**config.mk**
```make
export PLATFORM = sky130hd
export DESIGN_NAME = sram_stream_ctrl
export DESIGN_NICKNAME = d
export VERILOG_FILES = /design/src/rtl/sram_stream_ctrl.sv
export SDC_FILE = /design/constraint.sdc
export NUM_CORES = 1
export LEC_CHECK = 0
export BUFFER_PORTS_ARGS = -buffer_cell sky130_fd_sc_hd__buf_2
export CAP_MARGIN = 20
export CORE_MARGIN = 2
export CORE_UTILIZATION = 54
export DETAILED_ROUTE_END_ITERATION = 12
export PLACE_DENSITY = 0.8
export REMOVE_ABC_BUFFERS = 1
export SYNTH_ARGS = -nofsm -noshare
export SYNTH_HDL_FRONTEND = slang
export SYNTH_SLANG_ARGS = --single-unit
export TNS_END_PERCENT = 20
```
**constraint.sdc**
```tcl
create_clock -name clk_i -period 3.06 [get_ports clk_i]
set_input_delay 0.153 -clock clk_i [delete_from_list [all_inputs] [get_ports clk_i]]
set_output_delay 0.153 -clock clk_i [all_outputs]
set_load 0.02 [all_outputs]
```
**src/rtl/sram_stream_ctrl.sv**
```systemverilog
// sram_stream_ctrl: burst command front-end for a single-port SRAM macro.
// Turns read/write burst commands plus valid/ready data streams into the
// macro's active-low CEB/WEB pin protocol. A 3-entry output FIFO absorbs the
// macro's 1-cycle read latency. No access is issued while scan_en_i is high.
module sram_stream_ctrl #(
    parameter int unsigned NUM_WORDS = 1024,
    parameter int unsigned DATA_W    = 32,
    parameter int unsigned ADDR_W    = $clog2(NUM_WORDS),
    parameter int unsigned LEN_W     = ADDR_W + 1
) (
    input  logic              clk_i,
    input  logic              rst_ni,
    input  logic              scan_en_i,
    input  logic              cmd_valid_i,
    output logic              cmd_ready_o,
    input  logic              cmd_write_i,
    input  logic [ADDR_W-1:0] cmd_addr_i,
    input  logic [LEN_W-1:0]  cmd_len_i,
    input  logic              wdata_valid_i,
    output logic              wdata_ready_o,
    input  logic [DATA_W-1:0] wdata_i,
    output logic              rdata_valid_o,
    input  logic              rdata_ready_i,
    output logic [DATA_W-1:0] rdata_o,
    output logic              busy_o,
    output logic              done_o,
    output logic              sram_ceb_o,
    output logic              sram_web_o,
    output logic [ADDR_W-1:0] sram_addr_o,
    output logic [DATA_W-1:0] sram_d_o,
    input  logic [DATA_W-1:0] sram_q_i
);

    typedef enum logic [1:0] {
        IDLE,
        WR,
        RD,
        DONE
    } state_t;

    state_t            state;
    state_t            state_next;

    logic [ADDR_W-1:0] cur_addr;
    logic [ADDR_W-1:0] next_addr;
    logic [LEN_W-1:0]  remaining;
    logic [ADDR_W-1:0] addr_hold;
    logic [DATA_W-1:0] d_hold;
    logic              inflight;

    logic [DATA_W-1:0] fifo_mem [3];
    logic [1:0]        fifo_count;
    logic [1:0]        rd_ptr;
    logic [1:0]        wr_ptr;
    logic [2:0]        credit_used;

    logic              cmd_fire;
    logic              wr_fire;
    logic              rd_issue;
    logic              access;
    logic              push;
    logic              pop;

    // Reads in flight are counted against FIFO space so a push never overflows.
    assign credit_used = {1'b0, fifo_count} + {2'b00, inflight};
    assign next_addr   = (cur_addr == ADDR_W'(NUM_WORDS - 1)) ? '0 : cur_addr + ADDR_W'(1);

    assign cmd_fire = cmd_valid_i & cmd_ready_o;
    assign wr_fire  = wdata_valid_i & wdata_ready_o;
    assign access   = wr_fire | rd_issue;

    assign push          = inflight;
    assign rdata_valid_o = (fifo_count != 2'd0);
    assign pop           = rdata_valid_o & rdata_ready_i;
    assign rdata_o       = fifo_mem[rd_ptr];

    assign busy_o = (state != IDLE);

    // SRAM pins: driven only on an access cycle, otherwise addr/data hold.
    assign sram_ceb_o  = ~access;
    assign sram_web_o  = ~wr_fire;
    assign sram_addr_o = access ? cur_addr : addr_hold;
    assign sram_d_o    = wr_fire ? wdata_i : d_hold;

    // Next-state decode and per-state handshake/issue outputs.
    always_comb begin
        state_next    = state;
        cmd_ready_o   = 1'b0;
        wdata_ready_o = 1'b0;
        rd_issue      = 1'b0;
        done_o        = 1'b0;
        case (state)
            IDLE: begin
                cmd_ready_o = 1'b1;
                if (cmd_valid_i) begin
                    if (cmd_len_i == '0) begin
                        state_next = DONE;
                    end else if (cmd_write_i) begin
                        state_next = WR;
                    end else begin
                        state_next = RD;
                    end
                end
            end
            WR: begin
                wdata_ready_o = ~scan_en_i;
                if (wdata_valid_i && !scan_en_i && remaining == LEN_W'(1)) begin
                    state_next = DONE;
                end
            end
            RD: begin
                rd_issue = (remaining != '0) && !scan_en_i && (credit_used < 3'd3);
                if (remaining == '0 && !inflight && fifo_count == 2'd0) begin
                    state_next = DONE;
                end
            end
            DONE: begin
                done_o     = 1'b1;
                state_next = IDLE;
            end
            default: state_next = IDLE;
        endcase
    end

    // State register.
    always_ff @(posedge clk_i or negedge rst_ni) begin
        if (!rst_ni) begin
            state <= IDLE;
        end else begin
            state <= state_next;
        end
    end

    // Burst address/length tracking, pin hold values and read-in-flight flag.
    always_ff @(posedge clk_i or negedge rst_ni) begin
        if (!rst_ni) begin
            cur_addr  <= '0;
            remaining <= '0;
            addr_hold <= '0;
            d_hold    <= '0;
            inflight  <= 1'b0;
        end else begin
            inflight <= rd_issue;
            if (cmd_fire) begin
                cur_addr  <= cmd_addr_i;
                remaining <= cmd_len_i;
            end else if (access) begin
                cur_addr  <= next_addr;
                remaining <= remaining - LEN_W'(1);
            end
            if (access) begin
                addr_hold <= cur_addr;
            end
            if (wr_fire) begin
                d_hold <= wdata_i;
            end
        end
    end

    // Read-data FIFO: push the word captured from the macro, pop on consume.
    always_ff @(posedge clk_i or negedge rst_ni) begin
        if (!rst_ni) begin
            for (int unsigned i = 0; i < 3; i++) begin
                fifo_mem[i] <= '0;
            end
            fifo_count <= 2'd0;
            rd_ptr     <= 2'd0;
            wr_ptr     <= 2'd0;
        end else begin
            if (push) begin
                fifo_mem[wr_ptr] <= sram_q_i;
                wr_ptr           <= (wr_ptr == 2'd2) ? 2'd0 : wr_ptr + 2'd1;
            end
            if (pop) begin
                rd_ptr <= (rd_ptr == 2'd2) ? 2'd0 : rd_ptr + 2'd1;
            end
            case ({push, pop})
                2'b10:   fifo_count <= fifo_count + 2'd1;
                2'b01:   fifo_count <= fifo_count - 2'd1;
                default: fifo_count <= fifo_count;
            endcase
        end
    end

endmodule
```
==> results.toml <==
[critical_path]
r2r_setup_slack_ns = 0.63
crit_fanout = 23
critPathKind = "flop to primary output"
startpoint_type = "flop"
critPathCaptureType = "primary output"
reg2reg_depth = 7
slowest_delay_ns = 0.44
cp_cell_sequence = "inv_1, ha_1, nor4b_1, nand4_1, nand2_2, mux2_2, buf_2"
reg2reg_from = "inflight"
cp.required_ns = 2.91
r2r-end = "cur_addr[0]"
arrival_ns = 2.71
critPathSlowestCell = "nand2_2"

[routing]
viasPerCell = 5.51
drc = 0
via_count = 5815
drt_iter0_drc = 255
routed_wl_um = 18400
ant_nets = 0
firstDrtPassIters = 5
wire_per_inst_um = 17.4

[clocking]
cts_num_sinks = 168
clock_insertion_delay_worst_skew_ns = 0.42
clkTransAtPathRegs_ns = 0.06
clockBufferDepth = 2
numCtsBuffers = 17
htreeDepth = 4
cts_tree = "built"
cts-root-buf = "clkbuf_16"

[pwr]
power.total_mw = 10.8
p_sw_share_pct = 38.1
seqPwrFrac_pct = 37.2
cellPowerDensity_mw_per_mm2 = 1070
p_switching_mw = 4.11
irDropWorstVdd_uv = 621
p_comb_share_pct = 43.8
internal-power_mw = 6.69
pwr-share-clk_pct = 19.0
p_leak_nw = 4.61

[sta]
tightestPinTransition_ns = 0.811
relSlewSlack_pct = 45.6
fmax_ghz = 0.349
post-route-period-util_pct = 93.6
fin_ws_ns = 0.197
min_period_ns = 2.86
setup_violations = 0
rsz0062_at_grt = "false"
report.final.hold_viol_count = 0
slew_violations = 0
fin_skew_ns = 0.00649

[floorplan]
core_mm2 = 0.0138
rows = 43
die_x_um = 123
chipHeight_um = 123
dieArea_mm2 = 0.0151
initial_utilization_pct = 55.2
num_io_pins = 173

[placed_design]
dpl.hpwl_um = 11400
gp_congestion = 0.862
dp_slack_ns = 0.418
port_buffers = 172
dpl_cell_area_mm2 = 0.00873

[yosys]
syn_area_mm2 = 0.00763
yosys_warnings = 0
synth_edf_count = 0
synth_seq_cells = 168
synth_area_leaders = "dfrtp_1 55%, mux2_2 20%, mux2i_1 4.6%, o21ai_0 3.0%, nand2_1 2.7%"
synth.top_cell.area_share_pct = 55.1
ys_seq_area_share_pct = 55.1
synthArstFlopShare_pct = 100
syn_avg_cell_area_um2 = 12.4
synth_top_area_cell = "dfrtp_1"
synthFlopType = "dfrtp_1"
syn_inst = 614
synth.distinct_cells = 52

[outcome]
outcome = "complete, no violations"

[global_route]
overflow = 0
grt_first_pass_wirelength_um = 29100
grt_pass1_vias = 6091
antenna_found_initial = 1
grt_max_degree = 72
track_usage_pct = 25.1

[cells_and_area]
area_growth_pct = 32.0
design_area_mm2 = 0.0101
fin_nets = 965
post_route_cells_drive_above_1_share_pct = 41.6

[run]
max_cap_viol_count = 0

[worst_hold_path]
hold_class = "primary input to flop"
min_from = "cmd_len_i[10]"
min_to = "remaining[10]"
hold_depth = 3
[worst max-delay path by stage]
stage                            start             end  cells after the start
final                     remaining[0]  sram_addr_o[6]                      7
after global routing      remaining[0]  sram_addr_o[5]                      7
after CTS                     inflight  sram_addr_o[5]                      7
after detailed placement      inflight  sram_addr_o[5]                      7
after global placement        inflight  sram_addr_o[6]                      7
after floorplan               state[1]     cur_addr[0]                      7
[metrics by stage]
step | hold WS (ns) | cells | utilization, % | setup TNS, ns
final | 0.0160 | 1055 | 72.8 | 0
after global routing | 0.00749 | 1055 | 72.8 | 0
after CTS | 0.000141 | 1054 | 72.8 | 0
after detailed placement | 0.194 | 946 | 63.1 | 0
after global placement | 0.178 | 946 | 63.1 | 0
after floorplan | -0.143 | 581 | - | -19.56
[worst max-delay path, delay by kind of cell, from the launching register on]
family | cells | cell delay [ns]
and+or+nand+nor | 3 | 0.98
adders and majority gates | 1 | 0.18
buffers and inverters | 2 | 0.30
muxes | 1 | 0.41
DFF | 1 | 0.40
[kinds of logic after synthesis]
family | share of synthesized area, %
buffers and inverters | 2.21
adders and majority gates | 1.80
muxes | 25.0
AOI/OAI and AO/OA | 6.26
DFF | 55.1
xor gates and xnor gates | 1.49
and+or+nand+nor | 8.18
[per-layer routing]
| layer | vias to the layer above | wire length (µm) | global-route usage [%] |
|---|---|---|---|
| li1 | 2683 | - | - |
| met1 | 2904 | 7650 | 29.9 |
| met2 | 203 | 9240 | 43.9 |
| met3 | 25 | 1130 | 6.32 |
| met4 | 0 | 325 | 8.91 |
| met5 | - | 0 | 0 |
[registers in the layout (all words and copies together), names as in the netlist]
register,flops
fifo_count,2
fifo_mem,96
d_hold,32
inflight,1
remaining,11
cur_addr,10
addr_hold,10
rd_ptr,2
wr_ptr,2
state,2
[cells in the final DEF (no fill, tap or decap), types with 2 or more instances in the layout]
master	synthesis	final
a21o_1	2	2
a21oi_1	7	7
a31oi_1	6	6
and2_1	2	2
and3_1	7	7
buf_12	0	2
buf_2	0	171
buf_4	2	11
bufinv_16	0	2
clkbuf_1	23	4
clkbuf_16	0	17
clkbuf_8	0	2
clkinv_2	0	3
clkinvlp_4	0	3
dfrtp_1	168	167
dlygate4sd3_1	0	77
ha_1	11	11
inv_1	9	9
mux2_2	138	138
mux2i_1	35	35
nand2_1	55	54
nand3_1	13	12
nand4_1	2	2
nand4b_1	2	2
nor2_1	16	16
nor2b_1	4	3
nor3_1	3	2
nor4_1	4	4
o21ai_0	45	45
o22ai_1	2	2
o31a_1	2	2
o41ai_1	2	2
or2_2	3	3
or3_1	4	4
or4_1	3	3
or4b_1	2	2
xnor2_1	5	5
xor2_1	8	8
[synth_stat cells (3+ instances only)]
cell type / n
dfrtp_1: 168
mux2_2: 138
nand2_1: 55
o21ai_0: 45
mux2i_1: 35
clkbuf_1: 23
nor2_1: 16
nand3_1: 13
ha_1: 11
inv_1: 9
buf_1: 8
xor2_1: 8
a21oi_1: 7
and3_1: 7
a31oi_1: 6
xnor2_1: 5
nor2b_1: 4
nor4_1: 4
or3_1: 4
nor3_1: 3
or2_2: 3
or4_1: 3
[timing repair]
action,CTS,global route
hold buffers,77,0
endpoints found under the hold margin,197,0
buffers inserted,0,0
resized for setup,1,0
setup endpoints to repair,10,0
[final cells by class]
type / instances / area [µm²]
sequential: 168 / 4210
fill: 865 / 3760
multi-input combinational: 403 / 3270
timing repair buffer: 262 / 1760
clock buffer: 23 / 468
tap: 180 / 225
clock inverter: 8 / 97.6
inverter: 10 / 37.5
antenna: 1 / 2.50
[power by group through the flow]
stage | Sequential (mW) | Combinational [mW] | Clock, mW
CTS | 4.00 | 4.74 | 2.10
global placement | 3.93 | 4.47 | 0
detailed placement | 4.03 | 4.64 | 0
floorplan | 3.89 | 3.24 | 0
finish | 4.01 | 4.73 | 2.05
global route | 4.14 | 5.13 | 2.19
No activity file was read; power rests on OpenSTA's default activity.
